File: src/rtl/prng_key_arbiter.sv
// prng_key_arbiter: shares one free-running PRNG word stream among NREQ
// cache requesters. Requests are arbitrated round-robin in IDLE, the winner's
// key is assembled from WORDS consecutive PRNG words in GATHER, and the key is
// announced with a one-cycle one-hot valid pulse in DELIVER.
// Handshake: req_i is a level held by the requester until it sees its
// key_valid_o bit; key_o is valid only while that bit is high. A requester
// that keeps req_i high afterwards re-enters arbitration at lowest priority.
module prng_key_arbiter #(
    parameter int NREQ      = 2,
    parameter int NNUM      = 16,
    parameter int KEY_WIDTH = 64
) (
    input  logic                 clk,
    input  logic                 reset,
    input  logic [NNUM-1:0]      rand_i,
    input  logic [NREQ-1:0]      req_i,
    output logic [NREQ-1:0]      key_valid_o,
    output logic [KEY_WIDTH-1:0] key_o,
    output logic                 busy_o
);

    localparam int WORDS = KEY_WIDTH / NNUM;
    localparam int PW    = (NREQ > 1) ? $clog2(NREQ) : 1;
    localparam int CW    = (WORDS > 1) ? $clog2(WORDS) : 1;

    // A key must be made of whole PRNG words and there must be someone to share with.
    generate
        if (KEY_WIDTH % NNUM != 0) begin : g_bad_key_width
            $error("prng_key_arbiter: KEY_WIDTH (%0d) must be a multiple of NNUM (%0d)",
                   KEY_WIDTH, NNUM);
        end
        if (NREQ < 2) begin : g_bad_nreq
            $error("prng_key_arbiter: NREQ (%0d) must be at least 2", NREQ);
        end
    endgenerate

    typedef enum logic [1:0] {
        IDLE    = 2'd0,
        GATHER  = 2'd1,
        DELIVER = 2'd2
    } state_t;

    state_t                 state_q, state_d;
    logic [PW-1:0]          rr_ptr_q, rr_ptr_d;
    logic [PW-1:0]          winner_q, winner_d;
    logic [CW-1:0]          word_cnt_q, word_cnt_d;
    logic [KEY_WIDTH-1:0]   key_q, key_d;

    // Round-robin pick: first set request bit starting at rr_ptr, wrapping modulo NREQ.
    logic                   pick_found;
    logic [PW-1:0]          pick_idx;
    always_comb begin
        pick_found = 1'b0;
        pick_idx   = '0;
        for (int i = 0; i < NREQ; i++) begin
            int idx;
            idx = int'(rr_ptr_q) + i;
            if (idx >= NREQ) begin
                idx = idx - NREQ;
            end
            if (!pick_found && req_i[idx]) begin
                pick_found = 1'b1;
                pick_idx   = PW'(idx);
            end
        end
    end

    // Next-state logic: arbitrate in IDLE, capture one PRNG word per GATHER cycle,
    // advance the round-robin pointer past the winner in DELIVER.
    always_comb begin
        state_d    = state_q;
        rr_ptr_d   = rr_ptr_q;
        winner_d   = winner_q;
        word_cnt_d = word_cnt_q;
        key_d      = key_q;
        unique case (state_q)
            IDLE: begin
                if (pick_found) begin
                    winner_d   = pick_idx;
                    word_cnt_d = '0;
                    state_d    = GATHER;
                end
            end
            GATHER: begin
                for (int w = 0; w < WORDS; w++) begin
                    if (word_cnt_q == CW'(w)) begin
                        key_d[w*NNUM +: NNUM] = rand_i;
                    end
                end
                word_cnt_d = word_cnt_q + 1'b1;
                if (word_cnt_q == CW'(WORDS - 1)) begin
                    word_cnt_d = '0;
                    state_d    = DELIVER;
                end
            end
            DELIVER: begin
                if (winner_q == PW'(NREQ - 1)) begin
                    rr_ptr_d = '0;
                end else begin
                    rr_ptr_d = winner_q + 1'b1;
                end
                state_d = IDLE;
            end
            default: begin
                state_d = IDLE;
            end
        endcase
    end

    // State registers; reset aborts any partial key immediately.
    always_ff @(posedge clk or posedge reset) begin
        if (reset) begin
            state_q    <= IDLE;
            rr_ptr_q   <= '0;
            winner_q   <= '0;
            word_cnt_q <= '0;
            key_q      <= '0;
        end else begin
            state_q    <= state_d;
            rr_ptr_q   <= rr_ptr_d;
            winner_q   <= winner_d;
            word_cnt_q <= word_cnt_d;
            key_q      <= key_d;
        end
    end

    // Outputs decoded from registered state: valid pulse only in DELIVER, one-hot on winner.
    always_comb begin
        key_valid_o = '0;
        if (state_q == DELIVER) begin
            key_valid_o[winner_q] = 1'b1;
        end
    end

    assign key_o  = key_q;
    assign busy_o = (state_q != IDLE);

endmodule

File: config.mk
export PLATFORM = sky130hd
export DESIGN_NAME = prng_key_arbiter
export DESIGN_NICKNAME = d
export VERILOG_FILES = /design/src/rtl/prng_key_arbiter.sv
export SDC_FILE = /design/constraint.sdc
export NUM_CORES = 1
export LEC_CHECK = 0
export ABC_AREA = 1
export CORE_ASPECT_RATIO = 0.5
export CORE_UTILIZATION = 50
export CTS_BUF_LIST = sky130_fd_sc_hd__clkbuf_16
export DETAILED_ROUTE_END_ITERATION = 12
export MAX_ROUTING_LAYER = met4
export PLACE_DENSITY = 0.84
export SLEW_MARGIN = 20
export SYNTH_ARGS = -nofsm -noshare
export SYNTH_HDL_FRONTEND = slang
export SYNTH_SLANG_ARGS = --single-unit
File: constraint.sdc
create_clock -name clk -period 4.8 [get_ports clk]
set_input_delay 0.48 -clock clk [delete_from_list [all_inputs] [get_ports clk]]
set_output_delay 0.48 -clock clk [all_outputs]
set_load 0.005 [all_outputs]
### Yosys cells after proc, flatten, opt, wreduce, memory -nomap -nowiden

Index checks and enable logic that the tools add are counted.

| storage, ports and cells | value |
|---|---|
| flip-flop bits (word level) | 70 |
| output and inout bits | 67 |
| word-level logic and storage cells | 62 |

| operators by class | value |
|---|---|
| add/sub/neg operators | 5 |
| order comparisons | 6 |
| eq/ne operators | 7 |
| mux-type cells | 22 |
| reductions and logical operators | 14 |

Operator list:

| cell | count |
|---|---|
| 32-bit by 3-bit < comparator with 1-bit output, second input constant | 2 |
| 32-bit 2-to-1 mux | 2 |
| 2-bit AND reduction | 7 |
| 1-bit 2-to-1 mux | 12 |
| 2-bit 2-to-1 mux | 5 |
| 2-bit one-hot mux with 2 select lines | 2 |
| 2-bit equality test, second input constant | 3 |
| 2-bit by 1-bit equality test with 1-bit output, second input constant | 2 |
| 2-bit logical NOT | 2 |
| 2-bit != test, second input constant | 2 |
| 2-bit nonzero test | 2 |
| 1-bit by 2-bit subtractor with 3-bit output, second input constant | 1 |
| 2-bit by 2-bit subtractor with 3-bit output, second input constant | 1 |
| 1-bit by 1-bit adder with 2-bit output, second input constant | 1 |
| 2-bit by 1-bit adder with 2-bit output, second input constant | 1 |
| 1-bit by 2-bit >= comparator with 1-bit output, second input constant | 1 |
| 2-bit >= comparator, second input constant | 1 |
| 1-bit logical AND | 2 |
| 1-bit by 2-bit < comparator with 1-bit output, second input constant | 1 |
| 1-bit adder, second input constant | 1 |
| 1-bit demux with 1-bit select | 1 |
| 1-bit >= comparator, second input constant | 1 |
| 1-bit logical NOT | 1 |

### Depth between registers and ports, before layout

Gate-level depths: netlist (run 1).

| depth | value |
|---|---|
| depth after elaboration | 11 |
| depth in mapped cells | 7 |

### Worst setup path after synthesis (run 1)

OpenSTA, ideal clock, no wires.

| path | value |
|---|---|
| kind | register to output |
| from | register state_q[0] |
| to | output key_valid_o[0] |
| arrival | 0.829 ns |
| required time | 4.320 ns |
| setup slack | 3.491 ns |
| stages on the path, launching flop included | 3 |
| cell sequence | dfrtp_1 -> or2_2 -> nor2_1 |

| on the way | value |
|---|---|
| word-level cells in the longest chain between the ends | 2 |

RTL lines:

| element | RTL line | text |
|---|---|---|
| start: declaration | 43 | `state_t state_q, state_d;` |
| start signal: assignment | 119 | `state_q <= state_d;` |
| 2-bit equality test | 130 | `if (state_q == DELIVER) begin` |
| 2-bit 2-to-1 mux | 130 |  |
| end: declaration | 17 | `output logic [NREQ-1:0] key_valid_o,` |

No other way between the ends.

### Worst setup path after layout (run 1)

Ends and elaborated chain as after synthesis.

==> results of run 1 <==
==> worst paths after layout <==
kind                               startpoint        endpoint  slack [ps]  cells past startpoint
worst max-delay path               state_q[0]  key_valid_o[0]        2620                      3
worst min-delay path                key_o[51]       key_o[51]         480                      2
worst max register to register  word_cnt_q[0]        key_o[6]        3230                      6
worst min register to register      key_o[51]       key_o[51]         480                      2
max in group asynchronous               reset       key_o[50]        3310                      3
min in group asynchronous               reset       key_o[35]         550                      2
==> per-layer routing <==
metal | part of all wire | up-vias
li1 | - | 1126
met1 | 0.41 | 1194
met2 | 0.50 | 105
met3 | 0.077 | 22
met4 | 0.019 | 0
met5 | 0 | -
==> placed cells by master, fill, tap and decap left out <==
| cell type | n |
|---|---|
| clkdlybuf4s50_1 | 86 |
| dfrtp_1 | 70 |
| nand2_4 | 5 |
| o21ai_0 | 3 |
| nor2_1 | 4 |
| inv_2 | 1 |
| nand2_2 | 20 |
| inv_6 | 3 |
| nor2_8 | 1 |
| clkinvlp_4 | 3 |
| clkbuf_16 | 9 |
| nor2_4 | 3 |
| or2_2 | 1 |
| inv_8 | 1 |
| buf_4 | 1 |
| ha_1 | 4 |
| nand3_1 | 3 |
| nand2_1 | 180 |
| inv_1 | 11 |
| clkinv_4 | 1 |
==> power groups by stage <==
stage	Sequential, mW	Combinational (mW)	Clock (mW)
floorplan	1.08	0.663	0
global placement	1.08	1.28	0
detailed placement	1.09	1.35	0
CTS	1.09	1.38	0.628
global route	1.12	1.49	0.652
finish	1.09	1.37	0.623
==> state kept, by name, summed over array words and instances (netlist names) <==
register,cells
key_o,64
winner_q,1
word_cnt_q,2
state_q,2
rr_ptr_q,1
==> cell families after synthesis <==
kind of cell    synth area share
simple gates               0.325
flops                      0.600
buf+inv                   0.0527
fa+ha+maj                 0.0172
compound gates           0.00514
==> layout make-up <==
| class | count | area share |
|---|---|---|
| multi-input cells | 224 | 0.249 |
| clock buffers | 9 | 0.0554 |
| repair buffers | 87 | 0.214 |
| well taps | 73 | 0.0225 |
| flip-flops and latches | 70 | 0.431 |
| clock inverters | 7 | 0.0142 |
| inverters | 13 | 0.0139 |
==> critical path, cell delays in order, from the launching register on <==
cell and delay (ps):
dfrtp_1 420, or2_2 340, nor2_1 110, clkdlybuf4s50_1 500
==> reports/qor.yml, run 1 <==
post_cts_buffers: 0
netlist_top_cells_area: "dfrtp_1 (60%), nand2_1 (23%), nand2_2 (4.3%)"
power_density_nw_per_um2: 759
rsz0062_at_grt: "false"
rows: 19
pre_cts_ws_ps: 2910
fin_crit_sh: 0.455
ys_ff_latch: 70
worst_pin_slew_ps: 635
n_fill_cell: 375
seqPwrFrac: 0.355
ant_nets: 0
drt-initial-drc-count: 171
drive_gt1_frac: 0.120
fmax_mhz: 458
avgViaCountPerCell: 5.07
synth.most_common_cell: "nand2_1"
power.total_mw: 3.08
synth_cell_types: 15
drtPass1Iterations: 7
p_clk_frac: 0.202
yosysTopAreaCell: "dfrtp_1"
diodes: 0
setup_viol: 0
ctsHtreeMaxLevel: 3
slew_violations: 0
leakage_nw: 2.04
synth_edf_count: 0
dominantRegCellSynth: "dfrtp_1"
num_vias: 2447
placed_cells_incl_taps: 467
grtUsageMet3: 0.0867
required_ps: 4320
overflow: 0
dpl.hpwl_mm: 5.04
synthArstFlopShare: 1.00
clock_latency_ps: 340
fin_crit_ps: 2180
cts_tree: "built"
netlist_area_um2: 2920
ys_seq_area_frac: 0.600
drv_cap: 0
portBuffers: 86
clkSlewWorstSetupHoldPaths_ps: 60
timing.final.hold_violations: 0
slew_headroom: 0.576
outcome: "finished clean"
clock_skew_ps: 7.06
gp_congestion: 0.836
arrival_ps: 1700
seqCellArea_um2: 1750
routed_wl_mm: 7.79
clockRootBuffer: "clkbuf_16"
fin_ws_ps: 2620
pin_count: 87
critPathMaxFanout: 4
p_sw_frac: 0.375
stdcell_count: 483
ir_drop_mv: 0.383
gr-usage-all-layers: 0.284
initial_core_util: 0.525
core_um2: 5560
critPathCaptureType: "primary output"
yosys.area.top_type_share: 0.600
area_growth_pct: 39.2
startpoint_type: "register"
met2_usage: 0.442
die_area_um2: 6160
power.internal_mw: 1.93
whs_ps: 475
post-route-util: 0.730
top_usage_layer: "met2"
combPwrFrac: 0.443
die_x_um: 110
ys.warnings.count: 0
synth_fp_nets: 339
ctsHoldBuffers: 0
die_h_um: 56.0
avgRoutedWirePerCell_um: 16.1
nNetsFinal: 429
clkSinkCount: 70
synthCells: 315
min_path_type: "register to register"
grt_first_pass_wirelength_mm: 12.3
criticalPathCategory: "register to primary output"
drcViolationCount: 0
finalSetupTns_ps: 0
clockBufferDepth: 2
place_area_um2: 3780
postSynthAreaPerCell_um2: 9.26
cts_resized: 0
antenna_found_initial: 0
multi_input_area_um2: 1010
grt_pass1_vias: 2546
synth_common_cells: "nand2_1 (180), dfrtp_1 (70), nand2_2 (20)"
use_met1: 0.348
final_area_um2: 4060
grt_max_degree: 41
power.switching_mw: 1.16
cts_buffers: 9
Note: power is estimated with default switching activity, not from simulation.
==> inputs of run 2 (changes only) <==
Settings changed: CORE_UTILIZATION 50 to 47, PLACE_DENSITY 0.84 to 0.8.
Clock period 4.8 ns to 2.2 ns, I/O delays scaled along.
==> reports/qor.yml, run 2 (synthesis gave the netlist of run 1 again) <==
combPwrFrac: 0.435  # -0.008
grt_first_pass_wirelength_mm: 12.3  # +0.17%
avgRoutedWirePerCell_um: 15.2  # -5.7%
final_common_cell: "nand2_1"
ctsHoldBuffers: 0  # unchanged
rr_worst_depth: 6  # unchanged
antenna_found_initial: 0  # unchanged
worst_pin_slew_ps: 518  # -118 ps
p_clk_frac: 0.217  # +0.015
clkSlewWorstSetupHoldPaths_ps: 60  # about the same
clockBufferDepth: 2  # unchanged
overflow: 0  # unchanged
stdcell_count: 495  # +2.5%
ant_nets: 0  # unchanged
leakage_nw: 2.07  # +1.1%
power.internal_mw: 4.32  # +120%
endpoint: "key_valid_o[1]"
grt_max_degree: 28  # -32%
power.total_mw: 6.78  # +120%
avgViaCountPerCell: 4.89  # -3.4%
rsz0062_at_grt: "false"
crit_path_top_delay_cell: "clkdlybuf4s50_1"
cts_buffers: 9  # unchanged
routed_wl_mm: 7.53  # -3.4%
drcViolationCount: 0  # unchanged
nNetsFinal: 430  # +0.23%
n_fill_cell: 430  # +15%
die_h_um: 57.7  # +3.0%
slowest_delay_ps: 500  # about the same
clock_skew_ps: 9.89  # +2.82 ps
required_ps: 1980  # -2340 ps
timing.final.hold_violations: 0  # unchanged
drt-initial-drc-count: 189  # +11%
die_area_um2: 6550  # +6.2%
area_growth_pct: 41.2
initial_core_util: 0.509  # -0.0152
core_um2: 5730  # +3.0%
crit_chain: "or2_2, nor2_1, clkdlybuf4s50_1"
power.switching_mw: 2.46  # +110%
cts_resized: 0  # unchanged
fmax_mhz: 530
drive_gt1_frac: 0.122  # +0.00214
crit_start: "state_q[0]"
r2r_end: "key_o[37]"
min_path_type: "input pin to asynchronous set/reset pin"
gr-usage-all-layers: 0.262  # -0.0219
num_vias: 2423  # -0.98%
ir_drop_mv: 0.671  # +75%
cts_tree: "built"
outcome: "finished clean"
slew_violations: 0  # unchanged
dpl.hpwl_mm: 5.17  # +2.6%
slew_headroom: 0.654  # +0.0785
criticalPathCategory: "register to primary output"
placed_cells_incl_taps: 479  # +2.6%
startpoint_type: "register"
setup_viol: 0  # unchanged
r2r_start: "word_cnt_q[0]"
fin_crit_sh: 0.857
drtPass1Iterations: 5  # -2
clkSinkCount: 70  # unchanged
drv_cap: 0  # unchanged
rows: 19  # unchanged
portBuffers: 86  # unchanged
clockRootBuffer: "clkbuf_16"
critPathMaxFanout: 4  # unchanged
diodes: 0  # unchanged
fin_crit_ps: 1890
multi_input_area_um2: 1010  # unchanged
finalSetupTns_ps: 0  # unchanged
largest_reg_flops: 64  # unchanged
r2r_setup_slack_ps: 700  # -2530 ps
seqPwrFrac: 0.348  # -0.007
grt_pass1_vias: 2502  # -1.7%
ctsHtreeMaxLevel: 3  # unchanged
p_sw_frac: 0.363  # -0.0122
pin_count: 87  # unchanged
gp_congestion: 0.760  # -9.1%
critPathCaptureType: "primary output"
post_cts_buffers: 0  # unchanged
final_area_um2: 4120  # +1.4%
power_density_nw_per_um2: 1650  # +120%
clock_latency_ps: 330  # about the same
die_x_um: 113  # +3.1%
final_cell_mix: "nand2_1 (180), clkdlybuf4s50_1 (86), dfrtp_1 (70), nand2_2 (20), inv_1 (11)"
place_area_um2: 3810  # +0.89%
arrival_ps: 1670  # -30 ps
seqCellArea_um2: 1750  # unchanged
run 2: cell types whose count changed in the layout (fill, tap and decap cells not counted):
cell	previous run	this run
bufinv_16	0	1
clkinvlp_4	3	2
buf_12	0	1
run 2: routing by layer:
metal  global-route usage  wire [um]  up-vias
met2                0.449       3980       74
li1                     -          -     1124
met5                    -          0        -
met3               0.0554        306       15
met1                0.307       3100     1210
met4                0.109        135        0
run 2: critical path, delay by kind of cell (launching register included):
| family | cells | cell delay (ps) |
|---|---|---|
| DFF | 1 | 410 |
| and+or+nand+nor | 2 | 420 |
| buffers and inverters | 1 | 500 |
run 2: final cells by class:
| type | count | share of cell area |
|---|---|---|
| repair buffers | 88 | 0.216 |
| clock buffers | 9 | 0.0547 |
| clock inverters | 7 | 0.0194 |
| flip-flops and latches | 70 | 0.425 |
| multi-input cells | 224 | 0.246 |
| well taps | 84 | 0.0255 |
| inverters | 13 | 0.0137 |
run 2: power by group through the flow:
| stage | sequential [mW] | clock, mW | combinational (mW) |
|---|---|---|---|
| floorplan | 2.36 | 0 | 1.45 |
| global placement | 2.34 | 0 | 2.82 |
| detailed placement | 2.36 | 0 | 2.96 |
| CTS | 2.36 | 1.48 | 2.98 |
| global route | 2.43 | 1.54 | 3.23 |
| finish | 2.36 | 1.47 | 2.95 |
run 2: how the worst min path moves through the flow:
stage	start	endpoint	slack [ps]	depth (start not counted)
floorplan	rand_i[0]	key_o[0]	340	2
global placement	key_o[42]	key_o[42]	460	2
detailed placement	key_o[16]	key_o[16]	460	2
CTS	reset	key_o[50]	250	2
global route	reset	state_q[0]	280	2
finish	reset	key_o[50]	250	2
run 2: through the flow:
stage          hold slack (ps)  utilization  setup slack, ps
4_1_cts                    255        0.719              295
6_report                   246        0.719              315
2_1_floorplan              337            -              212
3_3_place_gp               455        0.666              667
3_5_place_dp               457        0.666              653
5_1_grt                    282        0.719              246
